$ cat config.mk
export PLATFORM = sky130hd
export DESIGN_NAME = or8_chk_pipe
export DESIGN_NICKNAME = d
export VERILOG_FILES = /design/src/rtl/or8_chk_pkg.sv /design/src/rtl/or8_chk_pipe.sv
export SDC_FILE = /design/constraint.sdc
export NUM_CORES = 1
export LEC_CHECK = 0
export ABC_AREA = 1
export CORE_AREA = 2 2 120 64
export DETAILED_ROUTE_END_ITERATION = 16
export DIE_AREA = 0 0 122 66
export PLACE_DENSITY_LB_ADDON = 0.15
export RECOVER_POWER = 100
export SLEW_MARGIN = 30
export SYNTH_ARGS = -nofsm -noshare
export SYNTH_HDL_FRONTEND = slang
export SYNTH_SLANG_ARGS = --single-unit
$ cat constraint.sdc
create_clock -name clk -period 2.2 [get_ports clk]
set_input_delay 0.22 -clock clk [delete_from_list [all_inputs] [get_ports clk]]
set_output_delay 0.22 -clock clk [all_outputs]
set_load 0.01 [all_outputs]
$ cat src/rtl/or8_chk_pkg.sv
// Shared types and defaults for the OR-gate result checker.
package or8_chk_pkg;

  localparam int DEF_WIDTH = 8;
  localparam int DEF_CNT_W = 16;

  // Saturation ceiling for counters at the default width.
  localparam logic [DEF_CNT_W-1:0] CNT_MAX = '1;

  typedef enum logic [1:0] {
    IDLE   = 2'd0,
    RUN    = 2'd1,
    DRAIN  = 2'd2,
    REPORT = 2'd3
  } chk_state_e;

endpackage

$ cat src/rtl/or8_chk_pipe.sv
// Two-stage capture/compare pipe: stage 1 holds the beat, stage 2 holds
// the compare verdict and the beat fields for first-failure capture.
module or8_chk_pipe import or8_chk_pkg::*; #(
  parameter int WIDTH = DEF_WIDTH,
  parameter int CNT_W = DEF_CNT_W
) (
  input  logic             clk,
  input  logic             rst,
  input  logic             flush,
  input  logic             beat_vld,
  input  logic [WIDTH-1:0] beat_a,
  input  logic [WIDTH-1:0] beat_b,
  input  logic [WIDTH-1:0] beat_y,
  input  logic [CNT_W-1:0] beat_idx,
  output logic             pass_pulse,
  output logic             fail_pulse,
  output logic [WIDTH-1:0] fail_a,
  output logic [WIDTH-1:0] fail_b,
  output logic [WIDTH-1:0] fail_y,
  output logic [CNT_W-1:0] fail_idx
);
  localparam int STAGES = 2;

  logic [STAGES:1]  vld_pipe;
  logic [WIDTH-1:0] s1_a, s1_b, s1_y;
  logic [CNT_W-1:0] s1_idx;
  logic             s2_mis;

  // Valid shift register; flush drops every beat in flight.
  always_ff @(posedge clk) begin
    if (rst || flush) vld_pipe <= '0;
    else              vld_pipe <= {vld_pipe[STAGES-1:1], beat_vld};
  end

  // Stage 1: hold the accepted beat and its index.
  always_ff @(posedge clk) begin
    if (beat_vld) begin
      s1_a   <= beat_a;
      s1_b   <= beat_b;
      s1_y   <= beat_y;
      s1_idx <= beat_idx;
    end
  end

  // Stage 2: case inequality so X/Z on y is reported as a mismatch.
  always_ff @(posedge clk) begin
    if (vld_pipe[1]) begin
      s2_mis   <= (s1_y !== (s1_a | s1_b));
      fail_a   <= s1_a;
      fail_b   <= s1_b;
      fail_y   <= s1_y;
      fail_idx <= s1_idx;
    end
  end

  assign pass_pulse = vld_pipe[STAGES] & ~s2_mis;
  assign fail_pulse = vld_pipe[STAGES] &  s2_mis;

endmodule

; ---- Word-level counts from Yosys, hierarchy flattened
; Cells that the tools add are included.
[totals]
reg_bits = 83
inputBits = 44
out_inout_bits = 42
word_cells = 16
[classes]
n_eq_ne = 1
bitwise = 4
n_reduce_logical = 1
[op_table]
columns = operator, count
row1 = 8-bit !== test, 1
row2 = 8-bit bitwise OR, 1
row3 = 1-bit AND, 2
row4 = 1-bit logical OR, 1
row5 = 1-bit NOT, 1

; ---- Depth between registers and ports, before layout
; Gate-level depths: netlist of run 1.
[depth]
ltp_word = 2
ltp_mapped = 7
depth_no_buf = 7

; ---- Worst setup path before layout of run 1
; OpenSTA, ideal clock, no wires.
[synth_timing]
kind = register to register
from = reg vld_pipe[1] (netlist name)
to = reg fail_a[0], enable pin
setup_ns = 0.401
arrival_ns = 1.175
required_time_ns = 1.799
path_slack_ns = 0.624
stages_incl_launch_ff = 1
path_buffers = 0
period_less_slack_ns = 1.576
path_cell_list = dfxtp_1
[synth_rtl]
columns = element, line
row1 = "start, declared", or8_chk_pipe.sv:24  ; logic [STAGES:1] vld_pipe;
row2 = "start signal, assigned", or8_chk_pipe.sv:32  ; else vld_pipe <= {vld_pipe[STAGES-1:1], beat_vld};
row3 = "end signal, assigned", or8_chk_pipe.sv:49  ; fail_a <= s1_a;
row4 = "end, declared", or8_chk_pipe.sv:17  ; output logic [WIDTH-1:0] fail_a,
; No word-level cell between the ends.

; ---- Worst setup path in the final report of run 1
[layout_timing]
from = in beat_vld
to = reg s1_y[7], enable pin
[layout_rtl]
columns = element, line
row1 = "start, declared", or8_chk_pipe.sv:10  ; input logic beat_vld,
row2 = "end signal, assigned", or8_chk_pipe.sv:40  ; s1_y <= beat_y;
row3 = "end, declared", or8_chk_pipe.sv:25  ; logic [WIDTH-1:0] s1_a, s1_b, s1_y;
; No word-level cell between the ends.

==> results of run 1 <==
## state kept, by name, indices dropped and copies added, names as in the netlist
| signal | flops |
|---|---|
| s1_idx | 16 |
| fail_idx | 16 |
| vld_pipe | 2 |
| s2_mis | 1 |
| s1_b | 8 |
| s1_y | 8 |
| s1_a | 8 |
| fail_y | 8 |
| fail_a | 8 |
| fail_b | 8 |
## metal layers
metal	up-vias	track usage [%]
li1	697	-
met1	636	15.7
met2	59	18.2
met3	9	8.10
met4	0	6.90
met5	-	0
## final cells by class
class,count,area [um2]
clock inverter,6,56.3
multi-input combinational,43,183
clock buffer,10,229
inverter,13,48.8
timing repair buffer,88,872
fill,560,3040
tap,96,120
sequential,83,2470
## placed cells by master, fill, tap and decap left out
cell,synthesis,layout
buf_12,0,1
bufinv_16,0,1
clkbuf_1,0,4
clkbuf_16,0,9
clkdlybuf4s50_1,0,2
clkinv_1,0,1
clkinv_2,0,3
clkinvlp_4,0,1
dfxtp_1,2,2
dlygate4sd3_1,0,82
edfxtp_1,81,81
inv_1,13,13
nand2_1,18,18
nor2_1,16,16
nor2_2,1,1
nor3b_1,2,2
o21ai_0,5,5
xor2_1,1,1
## power groups by stage
stage	logic, uW	clock network (uW)	registers [uW]
2_1_floorplan	32.0	0	1950
4_1_cts	236	1460	1900
3_3_place_gp	232	0	1930
6_report	202	1420	1900
5_1_grt	223	1530	1910
3_5_place_dp	233	0	1940
## cell families after synthesis
group / synth area share, %
DFF: 91.4
AOI/OAI and AO/OA: 0.925
buffers and inverters: 1.80
xor gates and xnor gates: 0.324
and+or+nand+nor: 5.51
## through the flow
| step | cells | hold WS (ps) |
|---|---|---|
| global route | 339 | 424 |
| floorplan | 139 | 295 |
| finish | 339 | 415 |
| global placement | 323 | 400 |
| detailed placement | 323 | 405 |
| CTS | 339 | 414 |
## worst max path at each step
| stage | startpoint | endpoint | slack [ps] | depth (start not counted) |
|---|---|---|---|---|
| 2_1_floorplan | vld_pipe[1]$_SDFF_PP0_ | fail_a[0]$_DFFE_PP_ | 620 | 0 |
| 3_3_place_gp | beat_vld | s1_y[3]$_DFFE_PP_ | 930 | 2 |
| 3_5_place_dp | beat_vld | s1_a[3]$_DFFE_PP_ | 900 | 2 |
| 4_1_cts | s2_mis$_DFFE_PP_ | pass_pulse | 580 | 2 |
| 5_1_grt | beat_vld | s1_y[7]$_DFFE_PP_ | 370 | 2 |
| 6_report | beat_vld | s1_y[7]$_DFFE_PP_ | 530 | 2 |
==> metrics.md, run 1 <==
| Metric | Value |
|---|---|
| Status | finished clean |
| Core area | 7020 um2 |
| Worst Path Required | 2170 ps |
| Delay-heaviest family, CP | buffers and inverters |
| MaxCap Viol Count | 0 |
| Reg-to-reg endpoint | fail_idx[2]$_DFFE_PP_ |
| Worst slack at placement | 902 ps |
| Syn avg cell area | 19.5 um2 |
| First-pass GRT wire length | approximately 7000 um |
| Peak supply drop | 442 uV |
| Total leakage power | 0.00145 uW |
| Commonest cells post-synth | edfxtp_1, nand2_1, nor2_1, inv_1, o21ai_0 |
| CP Capture Type | flop |
| CP Cell Sequence | clkbuf_1 > clkbuf_1 |
| Core Util, Final | 56.7% |
| Rel. slew slack | ~12% |
| Routed wire length | 4700 um |
| Pwr Total | 3530 uW |
| Top Layer Used | met4 |
| Nets | 282 |
| Final worst path period need | 1670 ps |
| Sw frac | 19.5% |
| H-tree Lvls | 3 |
| Critical path fanouts, max | 25 |
| Clock Sinks | between 80 and 90 |
| DR pass1 iterations | 4 |
| Synth cell types | 9 |
| Syn Nets | between 150 and 200 |
| CTS resizes | 0 |
| Share of the synthesized area in the top cell type | 90.0% |
| Seq cells post-synth | 83 |
| Grt ovf | 0 |
| Synth Cell Area | 2700 um2 |
| Clock transition at the registers of the reported paths | 60 ps |
| Share of cells above drive strength 1 | under 10% |
| Register area share after synthesis | between 90 and 100% |
| Met1 WL | 2060 um |
| Cell row count | 22 |
| Startpoint Class | input pin |
| Ys async rst share | 0% |
| Routed met2 length | between 2000 and 2500 um |
| Cell taking the most area after synthesis | edfxtp_1 |
| Largest net degree at the start of global routing | 26 |
| Root buf cell | clkbuf_16 |
| Critical path's slowest cell | clkbuf_1 |
| Critical path arrival | 1650 ps |
| Slew Limit Fails | 0 |
| DR vias | 1401 |
| Most numerous cell in the Yosys netlist | edfxtp_1 |
| Die area | 8050 um2 |
| RePlAce Congestion | 0.678 |
| CP dominant cell by count | clkbuf_1 |
| CTS tree | built |
| Max Clk Rate | 598 MHz |
| Hold path endpoint | fail_idx[8]$_DFFE_PP_ |
| CP Buf/Inv Count | 2 |
| HP Class | flop to flop |
| Critical path class | input pin to flop |
| Buffers on Ports | 85 |
| Reg2Reg Launch Point | vld_pipe[1]$_SDFF_PP0_ |
| Seq pwr share | between 50% and 60% |
| Reg2Reg Depth | 1 |
| Drt drc | 0 |
| Ranking of synthesized cells by area | edfxtp_1, nand2_1, nor2_1 |
| Clock skew | between 4 and 5 ps |
| Final TNS setup | 0 ps |
| Post CTS Setup Buffer Count | 0 |
| Synth warn | 0 |
| Post-DP HPWL | ~3200 um |
| Clock share of power | 40.4% |
| Hold Path Cell Cnt | 0 |
| Ys flop type | edfxtp_1 |
| Num CTS Buffers | 9 |
| EDFF count, synth | 81 |
| Hold_sp | s1_idx[8]$_DFFE_PP_ |
| Unrepaired setup endpoints after global routing | no |
| Int Pwr | 2840 uW |
| Vias/cell | about 4.1 |
| Routed wire length on met3 | around 540 um |
| Final Hold Fails | 0 |
| Net Switching | 686 uW |
| P per Cell Area | 885 nW/um2 |
| Final setup viols | 0 |
| Worst setup margin | between 500 and 600 ps |
| IO Pins | 86 |
| Worst Max-Slew Pin Slew | 1320 ps |
| Layout area overhead | 47.2% |
| Post-DRT Antenna Nets | 0 |
| Die height | 66 um |
| Initial antenna violation count | 0 |
| DRC violation total after the first TritonRoute iteration | 85 |
| CP peak stage delay | 940 ps |
| Die Wd | 122 um |
| Total GRT Usage | 13.1% |
| N_diodes | 0 |
| Post-Synthesis Cells | 139 |
| Comb pwr share | 5.7% |
| WL/cell | 13.9 um |
| Worst R2R Setup Slack | approximately 670 ps |
| Fin area | 3980 um2 |
| Initial Util | 38.5% |
| Deepest clock path buffer count | 2 |
| Vias in the first global route | 1368 |
| Hold buffers post-CTS | 0 |
| Final period util | 76.1% |
| Clk Latency, worst-skew pair | 330 ps |
| Post-DP Area | ~3700 um2 |
No activity file was read; power rests on OpenSTA's default activity.
==> run 2: changes to the inputs <==
==> constraint.sdc (replaced) <==
create_clock -name clk -period 1.56 [get_ports clk]
set_input_delay 0.156 -clock clk [delete_from_list [all_inputs] [get_ports clk]]
set_output_delay 0.156 -clock clk [all_outputs]
set_load 0.01 [all_outputs]
==> metrics.md, run 2 (synthesis results as in run 1) <==
| Metric | Value |
|---|---|
| Delay-heaviest family, CP | buffers and inverters |
| Status | finished clean |
| Final setup viols | 0 (unchanged) |
| Unrepaired setup endpoints after global routing | no |
| Clock Sinks | 83 (unchanged) |
| Fin area | 3940 um2 (-0.94%) |
| CP peak stage delay | 620 ps (-320 ps) |
| Cell row count | 22 (unchanged) |
| Core Util, Final | 56.2% (-0.53 points) |
| Largest net degree at the start of global routing | 30 (+15%) |
| Worst R2R Setup Slack | 290 ps (-380 ps) |
| Worst setup margin | 62.0 ps (-464 ps) |
| First-pass GRT wire length | 6980 um (-0.88%) |
| CTS tree | built |
| Initial antenna violation count | 0 (unchanged) |
| Reg-to-reg endpoint | fail_a[0]$_DFFE_PP_ |
| Core area | 7020 um2 (unchanged) |
| Worst Path Required | 1400 ps (-770 ps) |
| Drt drc | 0 (unchanged) |
| CP Capture Type | output port |
| Pwr Total | 4820 uW (+37%) |
| Die Wd | 122 um (unchanged) |
| Hold buffers post-CTS | 0 (unchanged) |
| HP Class | input pin to flop |
| Total GRT Usage | 12.8% (-0.31 points) |
| Sw frac | 19.0% (-0.41 points) |
| Vias/cell | 4.06 (-1.9%) |
| Share of cells above drive strength 1 | 5.35% (-1.2 points) |
| Clock skew | 5.51 ps (+0.547 ps) |
| Clock share of power | 38.6% (-1.8 points) |
| Post-DP Area | 3720 um2 (+0.34%) |
| Vias in the first global route | 1362 (-0.44%) |
| H-tree Lvls | 3 (unchanged) |
| CP Cell Sequence | dlygate4sd3_1 |
| Peak supply drop | 705 uV (+60%) |
| Routed wire length | 4600 um (-2.2%) |
| DR pass1 iterations | 3 (-1) |
| Worst Max-Slew Pin Slew | 716 ps (-601 ps) |
| Post-DP HPWL | 3110 um (-3.2%) |
| Buffers on Ports | 85 (unchanged) |
| Slew Limit Fails | 0 (unchanged) |
| Critical path arrival | 1340 ps (-310 ps) |
| Clk Latency, worst-skew pair | 330 ps (about the same) |
| Startpoint Class | flop |
| Grt ovf | 0 (unchanged) |
| Hold_sp | beat_vld |
| Rel. slew slack | 52.2% (+40 points) |
| Final Hold Fails | 0 (unchanged) |
| Root buf cell | clkbuf_16 |
| Reg2Reg Launch Point | vld_pipe[1]$_SDFF_PP0_ |
| Post-DRT Antenna Nets | 0 (unchanged) |
| Clock transition at the registers of the reported paths | 50 ps (about the same) |
| Layout area overhead | 45.9% |
| DR vias | 1375 (-1.9%) |
| Initial Util | 38.5% (unchanged) |
| Final worst path period need | 1500 ps |
| Deepest clock path buffer count | 2 (unchanged) |
| Critical path fanouts, max | 1 (-96%) |
| Commonest non-fill, non-tap cell in the layout | edfxtp_1 |
| Post CTS Setup Buffer Count | 0 (unchanged) |
| Critical path's slowest cell | dlygate4sd3_1 |
| P per Cell Area | 1220 nW/um2 (+38%) |
| Most frequent cells in the layout | edfxtp_1, dlygate4sd3_1, nand2_1 |
| Worst slack at placement | 348 ps (-554 ps) |
| N_diodes | 0 (unchanged) |
| Nets | 282 (unchanged) |
| Die area | 8050 um2 (unchanged) |
| DRC violation total after the first TritonRoute iteration | 77 (-9.4%) |
| Num CTS Buffers | 9 (unchanged) |
| Total leakage power | 0.00143 uW (-1.6%) |
| Final period util | 96.0% |
| CTS resizes | 0 (unchanged) |
| Hold path endpoint | s1_idx[0]$_DFFE_PP_ |
| Seq pwr share | 55.4% (+1.5 points) |
| Hold Path Cell Cnt | 1 (+1) |
| Reg2Reg Depth | 1 (unchanged) |
| Max Clk Rate | 668 MHz |
| WL/cell | 13.6 um (-2.2%) |
| Net Switching | 918 uW (+34%) |
| Comb pwr share | 6.0% (+0.3 points) |
| IO Pins | 86 (unchanged) |
| Int Pwr | 3900 uW (+37%) |
| Top flop regs | fail_idx: 16 flops, s1_idx: 16 flops |
| Final TNS setup | 0 ps (unchanged) |
| RePlAce Congestion | 0.683 (+0.78%) |
| CP Buf/Inv Count | 1 (-1) |
| Critical path class | flop to output port |
| Die height | 66 um (unchanged) |
| MaxCap Viol Count | 0 (unchanged) |
-- run 2: cell count changes in the layout (fill, tap and decap cells not counted), sizes merged --
cell	delta
clkbuf	+6
bufinv	-1
clkinv	-4
clkdlybuf4s25	+1
dlygate4sd3	-4
clkdlybuf4s50	+3
clkinvlp	-1
-- run 2: power groups by stage --
stage | logic (uW) | clock network, uW | registers, uW
2_1_floorplan | 45.2 | 0 | 2750
3_3_place_gp | 337 | 0 | 2720
3_5_place_dp | 341 | 0 | 2720
4_1_cts | 343 | 1910 | 2680
5_1_grt | 321 | 2020 | 2690
6_report | 289 | 1860 | 2670
-- run 2: how the worst max path moves through the flow --
stage / slack [ps] / depth (start not counted) / startpoint / endpoint
global route: 20 / 1 / fail_y[6]$_DFFE_PP_ / fail_y[6]
CTS: 10 / 2 / s2_mis$_DFFE_PP_ / pass_pulse
finish: 60 / 1 / fail_y[6]$_DFFE_PP_ / fail_y[6]
global placement: 360 / 5 / s1_b[1]$_DFFE_PP_ / s2_mis$_DFFE_PP_
floorplan: 410 / 0 / vld_pipe[1]$_SDFF_PP0_ / fail_a[0]$_DFFE_PP_
detailed placement: 350 / 6 / s1_b[5]$_DFFE_PP_ / s2_mis$_DFFE_PP_
-- run 2: layout make-up --
class	count	area, um2
fill	566	3080
sequential	83	2470
timing repair buffer	88	858
clock buffer	16	262
multi-input combinational	43	183
tap	96	120
inverter	13	48.8
-- run 2: stage by stage --
step	hold WS [ps]	std cells
after CTS	245	339
after detailed placement	405	323
after floorplan	224	139
final	400	339
after global placement	401	323
after global routing	416	339
-- run 2: routing by layer --
layer	track usage (%)	part of all wire (%)	vias up
met5	0	0	-
met4	5.60	1.3	0
met3	8.36	11	6
met2	17.0	41	54
met1	16.1	47	621
li1	-	-	694
